===== config.mk =====
export PLATFORM = sky130hd
export DESIGN_NAME = nn_seq_ctrl_flat
export DESIGN_NICKNAME = d
export VERILOG_FILES = /design/src/rtl/nn_seq_ctrl_if.sv /design/src/rtl/nn_seq_ctrl.sv /design/src/flat_wrapper.sv
export SDC_FILE = /design/constraint.sdc
export NUM_CORES = 1
export LEC_CHECK = 0
export ABC_AREA = 0
export ABC_CLOCK_PERIOD_IN_PS = 3300
export BUFFER_PORTS_ARGS = -buffer_cell sky130_fd_sc_hd__clkbuf_2
export CAP_MARGIN = 20
export CORE_MARGIN = 8
export CORE_UTILIZATION = 54
export CTS_CLUSTER_SIZE = 28
export DETAILED_ROUTE_END_ITERATION = 12
export GPL_TIMING_DRIVEN = 0
export HOLD_SLACK_MARGIN = 0.12
export PLACE_DENSITY_LB_ADDON = 0.1
export SYNTH_ARGS = -nofsm -noshare
export SYNTH_HDL_FRONTEND = slang
export SYNTH_SLANG_ARGS = --single-unit

===== constraint.sdc =====
create_clock -name clk -period 3.3 [get_ports clk]
set_clock_uncertainty 0.15 [all_clocks]
set_input_delay 0.165 -clock clk [delete_from_list [all_inputs] [get_ports clk]]
set_output_delay 0.165 -clock clk [all_outputs]
set_load 0.02 [all_outputs]

===== src/rtl/nn_seq_ctrl_if.sv =====
// ---------------------------------------------------------------------------
// nn_seq_ctrl_if
//
// Bundles the control and strobe signals between the inference sequencer and
// the datapath / memories. The parameters set the vector widths, and they
// must match the parameters of the nn_seq_ctrl instance that uses the bundle.
//
// Signals:
//   start, abort   -> sequencer : begin one inference / cancel the current one
//   busy, done     <- sequencer : run in progress / one-cycle completion pulse
//   bias_load      <- sequencer : one-hot per-neuron bias load strobe
//   pixel_addr     <- sequencer : pixel/weight memory read address
//   pixel_rd       <- sequencer : read enable while pixel_addr is live
//   valid_pixel    <- sequencer : pixel_rd aligned to the memory read latency
//   hid_addr       <- sequencer : hidden-neuron select for layer 2
//   hid_addr_d     <- sequencer : hid_addr delayed by one cycle
//   valid_hidden   <- sequencer : high while hid_addr is live
//   class_addr     <- sequencer : class-score select for argmax
//   valid_class    <- sequencer : high while class_addr is live
//
// Modports:
//   master : the sequencer side (drives the strobes and addresses)
//   slave  : the datapath / controller side (drives start and abort)
// ---------------------------------------------------------------------------
interface nn_seq_ctrl_if #(
    parameter int N_HID  = 10,
    parameter int PIX_AW = 12,
    parameter int HID_AW = 4,
    parameter int OUT_AW = 4
);
    logic              start;
    logic              abort;
    logic              busy;
    logic              done;
    logic [N_HID-1:0]  bias_load;
    logic [PIX_AW-1:0] pixel_addr;
    logic              pixel_rd;
    logic              valid_pixel;
    logic [HID_AW-1:0] hid_addr;
    logic [HID_AW-1:0] hid_addr_d;
    logic              valid_hidden;
    logic [OUT_AW-1:0] class_addr;
    logic              valid_class;

    modport master (
        input  start, abort,
        output busy, done, bias_load, pixel_addr, pixel_rd, valid_pixel,
               hid_addr, hid_addr_d, valid_hidden, class_addr, valid_class
    );

    modport slave (
        output start, abort,
        input  busy, done, bias_load, pixel_addr, pixel_rd, valid_pixel,
               hid_addr, hid_addr_d, valid_hidden, class_addr, valid_class
    );
endinterface


===== src/rtl/nn_seq_ctrl.sv =====
// ---------------------------------------------------------------------------
// nn_seq_ctrl
//
// Inference sequencer for the fully-connected MNIST datapath. A start pulse
// seen in IDLE runs the phases below in order:
//   BIAS   : walks a one-hot bias load strobe across the hidden neurons
//   PIXEL  : streams every pixel/weight address with a read enable
//   DRAIN1 : lets the memory-latency valid and the MAC pipeline empty
//   HIDDEN : sequences the hidden-layer outputs into the output layer
//   DRAIN2 : lets the layer-2 pipeline empty
//   ARGMAX : scans the class scores
//   DONE   : one-cycle done pulse, then back to IDLE
// An abort in any non-IDLE state returns to IDLE and clears every counter,
// strobe and delay line without a done pulse.
//
// Ports:
//   clk    : single clock, rising edge
//   rst_n  : asynchronous, active-low reset
//   bus    : nn_seq_ctrl_if.master (start/abort in, all strobes out)
//
// Every output comes straight from a flop. The flops are loaded from the
// next-state and next-count values. This puts each output in the same cycle
// as the state it belongs to, without an extra cycle of lag.
// ---------------------------------------------------------------------------
module nn_seq_ctrl #(
    parameter int N_IN    = 784,
    parameter int N_HID   = 10,
    parameter int N_OUT   = 10,
    parameter int PIX_AW  = 12,
    parameter int HID_AW  = 4,
    parameter int OUT_AW  = 4,
    parameter int MEM_LAT = 2,
    parameter int DRAIN   = 7
) (
    input  logic          clk,
    input  logic          rst_n,
    nn_seq_ctrl_if.master bus
);

    // The shared phase counter must be able to hold the longest phase length.
    localparam int CNT_A   = (N_IN  > N_HID) ? N_IN  : N_HID;
    localparam int CNT_B   = (N_OUT > DRAIN) ? N_OUT : DRAIN;
    localparam int CNT_MAX = (CNT_A > CNT_B) ? CNT_A : CNT_B;
    localparam int CNT_W   = $clog2(CNT_MAX + 1);

    typedef enum logic [2:0] {
        S_IDLE,
        S_BIAS,
        S_PIXEL,
        S_DRAIN1,
        S_HIDDEN,
        S_DRAIN2,
        S_ARGMAX,
        S_DONE
    } state_t;

    state_t             r_state;
    state_t             w_state_next;
    logic [CNT_W-1:0]   r_cnt;
    logic [CNT_W-1:0]   w_cnt_next;
    logic [CNT_W-1:0]   w_cnt_inc;
    logic               w_clr;

    logic [N_HID-1:0]   r_bias_load;
    logic [PIX_AW-1:0]  r_pixel_addr;
    logic               r_pixel_rd;
    logic [HID_AW-1:0]  r_hid_addr;
    logic [HID_AW-1:0]  r_hid_addr_d;
    logic               r_valid_hidden;
    logic [OUT_AW-1:0]  r_class_addr;
    logic               r_valid_class;
    logic               r_busy;
    logic               r_done;

    // Memory-latency delay line: tap 0 is the registered read enable, and
    // tap MEM_LAT is the aligned valid_pixel.
    logic [MEM_LAT-1:0] r_vp_sh;
    logic [MEM_LAT:0]   w_vp_tap;

    // Abort is ignored in IDLE, so clearing never disturbs an idle block.
    assign w_clr     = bus.abort && (r_state != S_IDLE);
    assign w_cnt_inc = r_cnt + CNT_W'(1);

    // ------------------------------------------------------------------
    // State register
    // ------------------------------------------------------------------
    always_ff @(posedge clk or negedge rst_n) begin
        if (!rst_n) begin
            r_state <= S_IDLE;
            r_cnt   <= '0;
        end else begin
            r_state <= w_state_next;
            r_cnt   <= w_cnt_next;
        end
    end

    // ------------------------------------------------------------------
    // Next state / next count. The counter restarts at 0 on every phase
    // change. Phase ends compare against length-1 at full counter width.
    // ------------------------------------------------------------------
    always_comb begin
        w_state_next = r_state;
        w_cnt_next   = w_cnt_inc;
        case (r_state)
            S_IDLE: begin
                w_cnt_next = '0;
                if (bus.start && !bus.abort) begin
                    w_state_next = S_BIAS;
                end
            end
            S_BIAS: begin
                if (r_cnt == CNT_W'(N_HID - 1)) begin
                    w_state_next = S_PIXEL;
                    w_cnt_next   = '0;
                end
            end
            S_PIXEL: begin
                if (r_cnt == CNT_W'(N_IN - 1)) begin
                    w_state_next = S_DRAIN1;
                    w_cnt_next   = '0;
                end
            end
            S_DRAIN1: begin
                if (r_cnt == CNT_W'(DRAIN - 1)) begin
                    w_state_next = S_HIDDEN;
                    w_cnt_next   = '0;
                end
            end
            S_HIDDEN: begin
                if (r_cnt == CNT_W'(N_HID - 1)) begin
                    w_state_next = S_DRAIN2;
                    w_cnt_next   = '0;
                end
            end
            S_DRAIN2: begin
                if (r_cnt == CNT_W'(DRAIN - 1)) begin
                    w_state_next = S_ARGMAX;
                    w_cnt_next   = '0;
                end
            end
            S_ARGMAX: begin
                if (r_cnt == CNT_W'(N_OUT - 1)) begin
                    w_state_next = S_DONE;
                    w_cnt_next   = '0;
                end
            end
            S_DONE: begin
                w_state_next = S_IDLE;
                w_cnt_next   = '0;
            end
            default: begin
                w_state_next = S_IDLE;
                w_cnt_next   = '0;
            end
        endcase
        if (w_clr) begin
            w_state_next = S_IDLE;
            w_cnt_next   = '0;
        end
    end

    // ------------------------------------------------------------------
    // Output registers, decoded from the next state. An abort forces the
    // next state to IDLE, so the strobes and addresses clear with it.
    // ------------------------------------------------------------------
    always_ff @(posedge clk or negedge rst_n) begin
        if (!rst_n) begin
            r_bias_load    <= '0;
            r_pixel_addr   <= '0;
            r_pixel_rd     <= 1'b0;
            r_hid_addr     <= '0;
            r_hid_addr_d   <= '0;
            r_valid_hidden <= 1'b0;
            r_class_addr   <= '0;
            r_valid_class  <= 1'b0;
            r_busy         <= 1'b0;
            r_done         <= 1'b0;
        end else begin
            r_bias_load    <= (w_state_next == S_BIAS) ? (N_HID'(1) << w_cnt_next) : '0;
            r_pixel_addr   <= (w_state_next == S_PIXEL) ? PIX_AW'(w_cnt_next) : '0;
            r_pixel_rd     <= (w_state_next == S_PIXEL);
            r_hid_addr     <= (w_state_next == S_HIDDEN) ? HID_AW'(w_cnt_next) : '0;
            r_hid_addr_d   <= w_clr ? '0 : r_hid_addr;
            r_valid_hidden <= (w_state_next == S_HIDDEN);
            r_class_addr   <= (w_state_next == S_ARGMAX) ? OUT_AW'(w_cnt_next) : '0;
            r_valid_class  <= (w_state_next == S_ARGMAX);
            r_busy         <= (w_state_next != S_IDLE);
            r_done         <= (w_state_next == S_DONE);
        end
    end

    // ------------------------------------------------------------------
    // Read-latency alignment. The delay line keeps shifting after PIXEL
    // ends, so the valid for the final address lands inside DRAIN1.
    // ------------------------------------------------------------------
    assign w_vp_tap[0] = r_pixel_rd;

    genvar gi;
    generate
        for (gi = 0; gi < MEM_LAT; gi++) begin : g_vp_stage
            always_ff @(posedge clk or negedge rst_n) begin
                if (!rst_n) begin
                    r_vp_sh[gi] <= 1'b0;
                end else if (w_clr) begin
                    r_vp_sh[gi] <= 1'b0;
                end else begin
                    r_vp_sh[gi] <= w_vp_tap[gi];
                end
            end
            assign w_vp_tap[gi+1] = r_vp_sh[gi];
        end
    endgenerate

    assign bus.busy         = r_busy;
    assign bus.done         = r_done;
    assign bus.bias_load    = r_bias_load;
    assign bus.pixel_addr   = r_pixel_addr;
    assign bus.pixel_rd     = r_pixel_rd;
    assign bus.valid_pixel  = w_vp_tap[MEM_LAT];
    assign bus.hid_addr     = r_hid_addr;
    assign bus.hid_addr_d   = r_hid_addr_d;
    assign bus.valid_hidden = r_valid_hidden;
    assign bus.class_addr   = r_class_addr;
    assign bus.valid_class  = r_valid_class;

endmodule


===== src/flat_wrapper.sv =====
// flat-port wrapper written by rule: the top's interface ports become plain ports
module nn_seq_ctrl_flat 
#(
    parameter int N_IN    = 784,
    parameter int N_HID   = 10,
    parameter int N_OUT   = 10,
    parameter int PIX_AW  = 12,
    parameter int HID_AW  = 4,
    parameter int OUT_AW  = 4,
    parameter int MEM_LAT = 2,
    parameter int DRAIN   = 7
)
  (clk, rst_n, bus_start, bus_abort, bus_busy, bus_done, bus_bias_load, bus_pixel_addr, bus_pixel_rd, bus_valid_pixel, bus_hid_addr, bus_hid_addr_d, bus_valid_hidden, bus_class_addr, bus_valid_class);
  nn_seq_ctrl_if #(.N_HID(N_HID), .PIX_AW(PIX_AW), .HID_AW(HID_AW), .OUT_AW(OUT_AW)) bus_i ();
  input  logic clk;
  input  logic rst_n;
  input wire logic [$bits(bus_i.start)-1:0] bus_start;
  input wire logic [$bits(bus_i.abort)-1:0] bus_abort;
  output wire logic [$bits(bus_i.busy)-1:0] bus_busy;
  output wire logic [$bits(bus_i.done)-1:0] bus_done;
  output wire logic [$bits(bus_i.bias_load)-1:0] bus_bias_load;
  output wire logic [$bits(bus_i.pixel_addr)-1:0] bus_pixel_addr;
  output wire logic [$bits(bus_i.pixel_rd)-1:0] bus_pixel_rd;
  output wire logic [$bits(bus_i.valid_pixel)-1:0] bus_valid_pixel;
  output wire logic [$bits(bus_i.hid_addr)-1:0] bus_hid_addr;
  output wire logic [$bits(bus_i.hid_addr_d)-1:0] bus_hid_addr_d;
  output wire logic [$bits(bus_i.valid_hidden)-1:0] bus_valid_hidden;
  output wire logic [$bits(bus_i.class_addr)-1:0] bus_class_addr;
  output wire logic [$bits(bus_i.valid_class)-1:0] bus_valid_class;
  assign bus_i.start = bus_start;
  assign bus_i.abort = bus_abort;
  assign bus_busy = bus_i.busy;
  assign bus_done = bus_i.done;
  assign bus_bias_load = bus_i.bias_load;
  assign bus_pixel_addr = bus_i.pixel_addr;
  assign bus_pixel_rd = bus_i.pixel_rd;
  assign bus_valid_pixel = bus_i.valid_pixel;
  assign bus_hid_addr = bus_i.hid_addr;
  assign bus_hid_addr_d = bus_i.hid_addr_d;
  assign bus_valid_hidden = bus_i.valid_hidden;
  assign bus_class_addr = bus_i.class_addr;
  assign bus_valid_class = bus_i.valid_class;
  nn_seq_ctrl #(.N_IN(N_IN), .N_HID(N_HID), .N_OUT(N_OUT), .PIX_AW(PIX_AW), .HID_AW(HID_AW), .OUT_AW(OUT_AW), .MEM_LAT(MEM_LAT), .DRAIN(DRAIN)) u_core (.clk(clk), .rst_n(rst_n), .bus(bus_i));
endmodule

==> reports/qor.txt, run 1 <==
diodes inserted: 0
vias: 2021
number of distinct library cells after synthesis: 49
die width: 83.9 um
Yosys top cell by area: dfrtp_1
vias in the first global route: 1832
Final ANT Viol Nets: 0
H-tree depth: 2
fill count: 369
synthesized flop and latch total: 52
GPL Wtd Cong: 0.880
max-slew headroom at the worst pin: 0.491
Hold Vio Cnt, Final: 0
status: finished, final reports clean
endpoints failing setup: 0
fraction of the mapped netlist area in adder cells: 0.0151
slowest CP cell: dfrtp_1
xor/xnor share of the synthesized area: 0.0423
DR WL/cell: 16.7 um
row count: 24
Starting Density: 0.567
TritonCTS Sinks: 52
setup tns final: 0 ns
core area: 4380 um2
RSZ-0062 raised after global routing: false
CTS Buffer Depth: 2
Overall Power: 1.10 mW
Post-synth EDFFs: 0
CTS tree: built
Critical R2R Launch: u_core.r_cnt[0]
area fraction in and, or, nand and nor cells after synthesis: 0.280
max frequency: 0.329 GHz
Pins Over Slew Limit: 0
CP required: 3.35 ns
Syn Area/Cell: 10.5 um2
Ys Warns: 0
top cells by area, synth: dfrtp_1 (52%), nor4_1 (4.8%), nor4b_1 (3.2%), nor3_1 (3.0%), xnor2_1 (2.5%)
Stages on worst setup path: 9
worst min path class: in -> async
maximum VDD drop: 0.207 mV
CP Data Arrival Time: 3.08 ns
Worst R2R Setup Slack: 0.26 ns
Reg2Reg Depth: 9
WL final: 5680 um
TritonRoute pass-1 iters: 5
reg2reg end: u_core.bus.pixel_addr[0]
GRT overflow: 0
Setup CP Type: reg -> reg
multiplexer area fraction after synthesis: 0
clk_lat worst skew: 0.31 ns
prevailing post-synth register cell: dfrtp_1
worst-path maximum fanout: 10
initial drt markers: 152
Compound-Gate Fraction of Synth Area: 0.0750
Mapped Cells: 237
worst setup margin: 0.264 ns
nets@finish: 295
DRC: 0
largest family of logic cells by synthesized area: simple AND/OR/NAND/NOR gates
Leakage: 1.41 nW
Synth Cell Area: 2490 um2
cell family with most CP delay: simple AND/OR/NAND/NOR gates
post-route cell area: 2890 um2
sequential fraction of the synthesis area: 0.523
largest net degree at the start of global routing: 36
Final HPWL DP: 4280 um
Worst-Margin Slew: 0.760 ns
worst slack at placement: -0.00958 ns
Startpoint Class: register
CTS Root Cell: clkbuf_8
share of layout cells above drive strength 1: 0.249
I/O pins: 44
ys async rst share: 1.00
placed cell area: 2780 um2
Crit. End Element: register
Die Ht: 83.9 um
PD cells: 381 nW/um2
total global-route track usage: 0.166
Max stage delay on crit path: 0.42 ns
die area: 7030 um2
crit path buf inv count: 3
minimum clock period: 3.04 ns
initial antenna violation count: 0
Post-CTS Setup Inserts: 0
crit share post-route: 0.920
first-pass GRT wire length: 9480 um
crit path cell chain: clkbuf_2, inv_1, ha_1, and3b_1, a32o_1, o21ai_1, buf_2, nand2_1, nor4b_1
Worst-path clk slew: 0.10 ns
CTS Buf Count: 5
maxcap violations: 0
crit path from: u_core.r_cnt[0]
port buffer count: 41
Synth top area share: 0.523
Avg Vias per Cell: 5.93
Syn-to-layout area delta: 16.2%
CP Capture Point: u_core.bus.pixel_addr[0]
==> power by group <==
group          leakage (nW)  total (mW)  switching, mW  internal, mW
clock network        0.0463       0.383          0.227         0.156
registers             0.722       0.643        0.00196         0.641
logic                 0.640      0.0738         0.0513        0.0226
==> cell families after synthesis <==
logic type / Yosys count
flops: 52
fa+ha+maj: 3
other cells: 1
xor+xnor: 12
simple gates: 117
buf+inv: 29
compound gates: 23
==> placed cells by master, fill, tap and decap left out, types with 2 or more instances in the layout <==
cell	Yosys	routed
buf_6	3	3
nor4b_1	9	9
clkbuf_1	4	3
nand4b_1	2	2
clkbuf_8	0	5
buf_4	4	4
nor3_1	15	15
nand2_1	11	11
o211ai_1	3	3
or2_2	2	2
and3_1	7	7
a311oi_1	2	2
clkbuf_2	0	42
and3b_1	2	2
conb_1	1	2
and2_1	9	9
o2111ai_1	2	2
nor4_1	19	19
nand3_1	12	12
buf_2	8	8
nand4_1	5	5
dfrtp_1	52	52
xnor2_1	7	7
nor2_1	15	15
inv_1	8	8
xor2_1	5	5
ha_1	3	3
a31oi_1	3	3
==> cell type report <==
cell class | instances | area, um2 | area share
buffer | 20 | 124 | 0.0429
clock buffer | 5 | 68.8 | 0.0238
clock inverter | 3 | 27.5 | 0.00953
inverter | 9 | 33.8 | 0.0117
multi-input combinational | 157 | 1030 | 0.357
sequential | 52 | 1300 | 0.451
tap | 52 | 65.1 | 0.0225
timing repair buffer | 43 | 235 | 0.0815
==> Yosys cell counts (2+ instances only) <==
| library cell | instances |
|---|---|
| and3_1 | 7 |
| dfrtp_1 | 52 |
| o211ai_1 | 3 |
| nor4_1 | 19 |
| a311oi_1 | 2 |
| o21ai_0 | 2 |
| inv_1 | 8 |
| buf_6 | 3 |
| nand3_1 | 12 |
| xnor2_1 | 7 |
| clkbuf_1 | 4 |
| buf_4 | 4 |
| nor4b_1 | 9 |
| o2111ai_1 | 2 |
| a31oi_1 | 3 |
| nor3_1 | 15 |
| nor2_1 | 15 |
| ha_1 | 3 |
| buf_2 | 8 |
| xor2_1 | 5 |
| nand4_1 | 5 |
| and2_1 | 9 |
| nand4b_1 | 2 |
| nand2_1 | 11 |
| or2_2 | 2 |
| and3b_1 | 2 |
==> stage by stage <==
stage                util  hold slack, ns  std cells
floorplan               -          -0.281        238
global placement    0.630           0.287        331
detailed placement  0.634        -0.00113        332
CTS                 0.658           0.179        341
global route        0.659           0.195        341
finish              0.659           0.176        341
==> sequential cells by signal, indices dropped and copies added (netlist names), 3 cells and up <==
register / count
u_core.bus.pixel_addr: 10
u_core.r_cnt: 10
u_core.bus.hid_addr: 4
u_core.bus.hid_addr_d: 4
u_core.r_state: 3
u_core.bus.class_addr: 4
u_core.bus.bias_load: 10
==> repair_timing <==
item                                    in CTS  in global routing
endpoints found under the setup margin       5                 17
endpoints found under the hold margin       52                  0
hold buffers                                 1                  0
gates resized for setup                      1                  2
gates cloned                                 0                  0
pin swaps                                    0                  0
==> worst reg2reg max path, stage by stage, from the launching register on <==
cell      delay (ns)
dfrtp_1         0.42
clkbuf_2        0.26
inv_1           0.13
ha_1            0.25
and3b_1         0.24
a32o_1          0.27
o21ai_1         0.32
buf_2           0.28
nand2_1         0.26
nor4b_1         0.34
==> worst min-delay path by stage <==
stage / from / endpoint / slack, ns
finish: rst_n / u_core.r_cnt[9] / 0.18
global route: bus_abort / u_core.r_cnt[8] / 0.19
CTS: bus_abort / u_core.r_cnt[9] / 0.18
detailed placement: rst_n / u_core.r_state[0] / -0.001
global placement: u_core.r_vp_sh[0] / u_core.bus.valid_pixel / 0.29
floorplan: rst_n / u_core.bus.bias_load[0] / -0.28
==> routing by layer <==
| metal | global-route usage | vias up | share of wire |
|---|---|---|---|
| met5 | 0 | - | 0 |
| met4 | 0.0565 | 0 | 0.016 |
| met3 | 0.0547 | 7 | 0.067 |
| met2 | 0.258 | 73 | 0.47 |
| met1 | 0.210 | 975 | 0.44 |
| li1 | - | 966 | - |
Power figures use the tool's default switching activity.
==> run 2: changes to the inputs <==
--- a/config.mk
+++ b/config.mk
@@ -5,7 +5,7 @@
 export SDC_FILE = /design/constraint.sdc
 export NUM_CORES = 1
 export LEC_CHECK = 0
-export ABC_AREA = 0
+export ABC_AREA = 1
 export ABC_CLOCK_PERIOD_IN_PS = 3300
 export BUFFER_PORTS_ARGS = -buffer_cell sky130_fd_sc_hd__clkbuf_2
 export CAP_MARGIN = 20
@@ -15,7 +15,7 @@
 export DETAILED_ROUTE_END_ITERATION = 12
 export GPL_TIMING_DRIVEN = 0
 export HOLD_SLACK_MARGIN = 0.12
-export PLACE_DENSITY_LB_ADDON = 0.1
+export PLACE_DENSITY = 0.76
 export SYNTH_ARGS = -nofsm -noshare
 export SYNTH_HDL_FRONTEND = slang
 export SYNTH_SLANG_ARGS = --single-unit
==> run 2 against run 1 <==
Net effect: combinational power is 20% higher; final cell count rose by 4.4%; cell area down 5.1%; clock power decreased by 2%; maximum frequency grew 39%; critical endpoint is now u_core.bus.bias_load[2]; critical path depth stayed put; count of clock-buffer cells in the layout unchanged; worst setup slack improved by 0.85 ns; wire length shrank 16%.
==> reports/qor.txt, run 2 <==
Hold Path Stages: 5
clock network fraction of total power: 0.338 (-0.011)
vias in the first global route: 1814 (-0.98%)
GPL Wtd Cong: 0.867 (-1.4%)
Avg Vias per Cell: 4.96 (-16%)
CTS Buf Count: 5 (unchanged)
Hold Vio Cnt, Final: 0 (unchanged)
Die Ht: 81.7 um (-2.6%)
switching share of total power: 0.257 (+0.00219)
nets@finish: 310 (+5.1%)
Startpoint Class: register
Synth top area share: 0.559 (+0.0351)
sw power: 286 uW (+1.9%)
CTS tree: built
worst-path maximum fanout: 5 (-5)
Reg2Reg Depth: 9 (unchanged)
non-filler cells, final: 356 (+4.4%)
Mapped Cells: 251 (+5.9%)
first-pass GRT wire length: 8110 um (-14%)
core area: 4260 um2 (-2.7%)
row count: 24 (unchanged)
die width: 81.7 um (-2.6%)
synthesized flop and latch total: 52 (unchanged)
die area: 6670 um2 (-5.1%)
diodes inserted: 0 (unchanged)
CTS Hold Buffers Added: 2 (+1)
Setup CP Type: reg -> reg
initial antenna violation count: 0 (unchanged)
GRT overflow: 0 (unchanged)
CP required: 3.39 ns (+0.04 ns)
worst min path class: in -> reg
Final HPWL DP: 3670 um (-14%)
maxcap violations: 0 (unchanged)
vias: 1766 (-13%)
most common cell after layout, fill and taps aside: nor2_1
CTS Buffer Depth: 2 (unchanged)
Post-synth top cells: nor2_1 (53), dfrtp_1 (52), inv_1 (36), nand2_1 (34), nand3_1 (14)
top cells by area, synth: dfrtp_1 (56%), nor2_1 (8.5%), inv_1 (5.8%), nand2_1 (5.5%), nand3_1 (3.0%)
H-tree depth: 2 (unchanged)
Comb pwr share: 0.080 (+0.013)
crit share post-route: 0.661 (-0.259)
TritonRoute pass-1 iters: 5 (unchanged)
endpoints failing setup: 0 (unchanged)
RSZ-0062 raised after global routing: false
Synth Cell Area: 2330 um2 (-6.3%)
minimum clock period: 2.18 ns (-0.854 ns)
Yosys top cell by area: dfrtp_1
Pins Over Slew Limit: 0 (unchanged)
PD cells: 405 nW/um2 (+6.5%)
clk_lat worst skew: 0.31 ns (about the same)
Syn-to-layout area delta: 17.6%
share of layout cells above drive strength 1: 0.280 (+0.0305)
internal power: 825 uW (+0.72%)
CP Data Arrival Time: 2.27 ns (-0.81 ns)
setup tns final: 0 ns (unchanged)
commonest non-fill, non-tap cells in the layout: nor2_1 (53), dfrtp_1 (52), clkbuf_2 (41), inv_1 (36), nand2_1 (34)
max frequency: 0.458 GHz (+39%)
maximum VDD drop: 0.328 mV (+59%)
Final ANT Viol Nets: 0 (unchanged)
WL final: 4750 um (-16%)
prevailing post-synth register cell: dfrtp_1
port buffer count: 41 (unchanged)
I/O pins: 44 (unchanged)
total global-route track usage: 0.158 (-0.00766)
CTS Root Cell: clkbuf_8
initial drt markers: 89 (-41%)
Worst-path clk slew: 0.09 ns (about the same)
DR WL/cell: 13.4 um (-20%)
status: finished, final reports clean
# placed instances: 346 (+4.2%)
DRC: 0 (unchanged)
Resized cells post-CTS: 0 (-1)
Post-synth EDFFs: 0 (unchanged)
sequential fraction of the synthesis area: 0.559 (+0.0351)
Leakage: 1.52 nW (+7.6%)
max-slew headroom at the worst pin: 0.647 (+0.156)
Worst-Margin Slew: 0.526 ns (-0.235 ns)
Seq pwr share: 0.582 (-0.002)
TritonCTS Sinks: 52 (unchanged)
Syn Area/Cell: 9.28 um2 (-12%)
Post-CTS Setup Inserts: 0 (unchanged)
largest net degree at the start of global routing: 39 (+8.3%)
Crit. End Element: register
count leader, synth: nor2_1
Starting Density: 0.546 (-0.0207)
ys async rst share: 1.00 (unchanged)
Ys Warns: 0 (unchanged)
number of distinct library cells after synthesis: 31 (-37%)
==> run 2: logic make-up (layout without fill, tap and decap cells) <==
family          after synthesis  count (layout)  synth area share
simple gates                138             138             0.306
flops                        52              52             0.559
buf+inv                      43              95            0.0757
compound gates               11              11            0.0306
fa+ha+maj                     3               3            0.0161
xor+xnor                      3               3            0.0113
other cells                   1               2           0.00161
==> run 2: worst paths after layout <==
path / start / end / slack (ns)
max: u_core.r_cnt[0] / u_core.bus.bias_load[2] / 1.12
min: bus_start / u_core.r_state[0] / 0.13
max reg2reg: u_core.r_cnt[0] / u_core.bus.bias_load[2] / 1.12
min reg2reg: u_core.r_vp_sh[0] / u_core.bus.valid_pixel / 0.34
max in group asynchronous: rst_n / u_core.r_state[0] / 2.33
min in group asynchronous: rst_n / u_core.bus.hid_addr_d[2] / 0.15
==> run 2: power groups by stage <==
stage	Clock (mW)	Combinational (mW)	Sequential, mW
floorplan	0	0.0534	0.663
global placement	0	0.0836	0.660
detailed placement	0	0.0881	0.660
CTS	0.384	0.0902	0.647
global route	0.409	0.0993	0.648
finish	0.375	0.0887	0.647
==> run 2: area by class of cell <==
| cell class | instances | area [um2] |
|---|---|---|
| buffer | 3 | 26.3 |
| timing repair buffer | 44 | 245 |
| clock inverter | 3 | 27.5 |
| fill | 371 | 1520 |
| inverter | 40 | 150 |
| clock buffer | 5 | 68.8 |
| sequential | 52 | 1300 |
| tap | 52 | 65.1 |
| multi-input combinational | 157 | 856 |
==> run 2: worst max-delay path, cell delays in order (launching register included) <==
cell and delay, ns:
dfrtp_1 0.47, ha_1 0.23, nand3_1 0.12, nor2_1 0.12, nand2_1 0.13, nand2_2 0.23
nor2_1 0.09, o21bai_2 0.28, nand4_1 0.18, nor2_1 0.12
==> run 2: metal layers <==
layer / vias to the layer above / GRT usage / wire (um)
met1: 843 / 0.175 / 1960
met3: 8 / 0.0503 / 337
met5: - / 0 / 0
met2: 40 / 0.274 / 2340
met4: 0 / 0.0667 / 116
li1: 875 / - / -
==> run 2: stage by stage <==
| stage | hold slack, ns | util | instance area, um2 | worst slack (ns) | power, mW |
|---|---|---|---|---|---|
| 2_1_floorplan | -0.281 | - | 2330 | 1.42 | 0.717 |
| 3_3_place_gp | 0.314 | 0.611 | 2600 | 1.18 | 0.743 |
| 3_5_place_dp | -0.0497 | 0.615 | 2620 | 1.15 | 0.748 |
| 4_1_cts | 0.125 | 0.643 | 2740 | 1.13 | 1.12 |
| 5_1_grt | 0.179 | 0.643 | 2740 | 0.914 | 1.16 |
| 6_report | 0.127 | 0.643 | 2740 | 1.12 | 1.11 |
==> run 3: changes to the inputs <==
--- a/config.mk
+++ b/config.mk
@@ -6,16 +6,16 @@
 export NUM_CORES = 1
 export LEC_CHECK = 0
 export ABC_AREA = 1
-export ABC_CLOCK_PERIOD_IN_PS = 3300
+export ABC_CLOCK_PERIOD_IN_PS = 1900
 export BUFFER_PORTS_ARGS = -buffer_cell sky130_fd_sc_hd__clkbuf_2
 export CAP_MARGIN = 20
 export CORE_MARGIN = 8
-export CORE_UTILIZATION = 54
+export CORE_UTILIZATION = 49
 export CTS_CLUSTER_SIZE = 28
 export DETAILED_ROUTE_END_ITERATION = 12
 export GPL_TIMING_DRIVEN = 0
 export HOLD_SLACK_MARGIN = 0.12
-export PLACE_DENSITY = 0.76
+export PLACE_DENSITY = 0.73
 export SYNTH_ARGS = -nofsm -noshare
 export SYNTH_HDL_FRONTEND = slang
 export SYNTH_SLANG_ARGS = --single-unit
==> constraint.sdc (replaced) <==
create_clock -name clk -period 1.9 [get_ports clk]
set_clock_uncertainty 0.15 [all_clocks]
set_input_delay 0.095 -clock clk [delete_from_list [all_inputs] [get_ports clk]]
set_output_delay 0.095 -clock clk [all_outputs]
set_load 0.02 [all_outputs]
==> run 3 against run 2 <==
Net effect: the run now ends with negative setup slack left; sequential power rose by 73%; global-route usage decreased by 0.37 points; worst setup slack worse by 1.3 ns; largest cell class unchanged; largest power group unchanged; highest routed layer unchanged.
==> reports/qor.txt, run 3 (synthesis results as in run 2) <==
first-pass GRT wire length: 8880 um (+9.4%)
worst min path class: in -> async
port buffer count: 41 (unchanged)
Reg2Reg Depth: 8 (-1)
diodes inserted: 0 (unchanged)
CTS Buffer Depth: 2 (unchanged)
failing checks: negative setup slack
max frequency: 0.473 GHz (+3.2%)
H-tree depth: 2 (unchanged)
reg2reg end: u_core.bus.bias_load[6]
endpoints failing setup: 36 (+36)
max-slew headroom at the worst pin: 0.563 (-0.0833)
initial drt markers: 90 (+1.1%)
area of the multi-input gates: 1050 um2 (+23%)
worst-path maximum fanout: 6 (+1)
core area: 4660 um2 (+9.3%)
CP Data Arrival Time: 2.16 ns (-0.11 ns)
I/O pins: 44 (unchanged)
Syn-to-layout area delta: 32.4%
CP required: 1.95 ns (-1.44 ns)
Setup CP Type: reg -> reg
Hold Vio Cnt, Final: 0 (unchanged)
commonest non-fill, non-tap cells in the layout: dfrtp_1 (50), nor2_1 (42), clkbuf_2 (41), inv_1 (30), nand2_1 (26)
Critical R2R Launch: u_core.r_state[0]
Final HPWL DP: 3710 um (+1.2%)
TritonCTS Sinks: 52 (unchanged)
total global-route track usage: 0.154 (-0.00369)
Worst R2R Setup Slack: -0.22 ns (-1.33 ns)
largest net degree at the start of global routing: 39 (unchanged)
Starting Density: 0.500 (-0.0465)
Pins Over Slew Limit: 0 (unchanged)
share of layout cells above drive strength 1: 0.444 (+0.164)
minimum clock period: 2.12 ns (-0.0672 ns)
status: finished with violations
Overall Power: 1.96 mW (+77%)
Die Ht: 85.0 um (+4.0%)
vias in the first global route: 1872 (+3.2%)
clk_lat worst skew: 0.30 ns (about the same)
Startpoint Class: register
Avg Vias per Cell: 4.92 (-0.82%)
CTS Buf Count: 5 (unchanged)
Final ANT Viol Nets: 0 (unchanged)
row count: 25 (+4.2%)
fill count: 346 (-6.7%)
CTS tree: built
die area: 7220 um2 (+8.2%)
worst setup margin: -0.216 ns (-1.33 ns)
Worst-path clk slew: 0.09 ns (about the same)
maxcap violations: 0 (unchanged)
GPL Wtd Cong: 0.842 (-3.0%)
most common cell after layout, fill and taps aside: dfrtp_1
RSZ-0062 raised after global routing: true
die width: 85.0 um (+4.0%)
GRT overflow: 0 (unchanged)
maximum VDD drop: 0.534 mV (+63%)
crit share post-route: 1.11 (+0.452)
CTS Root Cell: clkbuf_8
DRC: 0 (unchanged)
PD cells: 636 nW/um2 (+57%)
Worst-Margin Slew: 0.653 ns (+0.127 ns)
Core Util, Final: 0.662 (+0.0194)
vias: 1850 (+4.8%)
initial antenna violation count: 0 (unchanged)
nets@finish: 328 (+5.8%)
Crit. End Element: register
WL final: 5530 um (+16%)
register area: 1300 um2 (+0.19%)
TritonRoute pass-1 iters: 5 (unchanged)
Leakage: 1.60 nW (+5.3%)
DR WL/cell: 14.7 um (+10%)
==> run 3: cell types whose count changed in the layout (fill, tap and decap cells not counted), sizes merged <==
| cell | before | now |
|---|---|---|
| inv | 41 | 40 |
| clkbuf | 46 | 47 |
| dlygate4sd3 | 2 | 4 |
| buf | 4 | 20 |
==> run 3: layer usage <==
metal	up-vias	track usage	share of wire
li1	912	-	-
met1	895	0.183	0.43
met2	36	0.260	0.51
met3	7	0.0463	0.043
met4	0	0.0502	0.012
met5	-	0	0
==> run 3: through the flow <==
stage | worst slack, ns | hold WS, ns | instances | cell area, um2 | TNS, ns
3_3_place_gp | -0.223 | 0.264 | 347 | 2610 | -5.07
3_5_place_dp | -0.252 | -0.0967 | 348 | 2630 | -5.75
4_1_cts | -0.145 | 0.166 | 371 | 2940 | -2.42
5_1_grt | -0.319 | 0.186 | 376 | 3090 | -8.07
6_report | -0.216 | 0.166 | 376 | 3090 | -4.43
2_1_floorplan | 0.0207 | -0.351 | 252 | 2330 | 0
==> run 3: how the worst max path moves through the flow <==
stage,from,end,cells after the start
global placement,u_core.r_cnt[0],u_core.bus.bias_load[6],12
CTS,u_core.r_cnt[1],u_core.bus.bias_load[2],12
finish,u_core.r_state[0],u_core.bus.bias_load[6],8
global route,u_core.r_state[0],u_core.bus.bias_load[8],9
floorplan,u_core.r_cnt[0],u_core.bus.pixel_addr[6],12
detailed placement,u_core.r_cnt[0],u_core.bus.bias_load[4],12
==> run 3: where the power goes <==
group	switching [mW]	total (mW)	leakage (nW)	internal (mW)
combinational	0.134	0.210	0.831	0.0760
sequential	0.00812	1.12	0.720	1.12
clock	0.366	0.629	0.0456	0.263
==> run 3: layout make-up <==
cell class / instances / area share
plain buffers: 3 / 0.00852
clock buffers: 6 / 0.0235
clock inverters: 2 / 0.00446
inverters: 40 / 0.0499
multi-input cells: 157 / 0.342
flip-flops and latches: 52 / 0.423
well taps: 54 / 0.0219
repair buffers: 62 / 0.127
==> run 3: timing repair <==
item	CTS	global route
hold buffers	4	0
endpoints found under the hold margin	54	0
setup buffers	10	5
resized for setup	30	28
endpoints found under the setup margin	34	38
pin swaps	18	22
cloned	1	0
==> run 3: critical path, cell delays in order, from the launching register on <==
cell     delay, ns
dfrtp_1       0.42
inv_1         0.13
nand3_1       0.13
nand2_1       0.31
nand4_1       0.33
a21oi_4       0.25
nor2_4        0.07
nand4_1       0.16
nor2_1        0.06
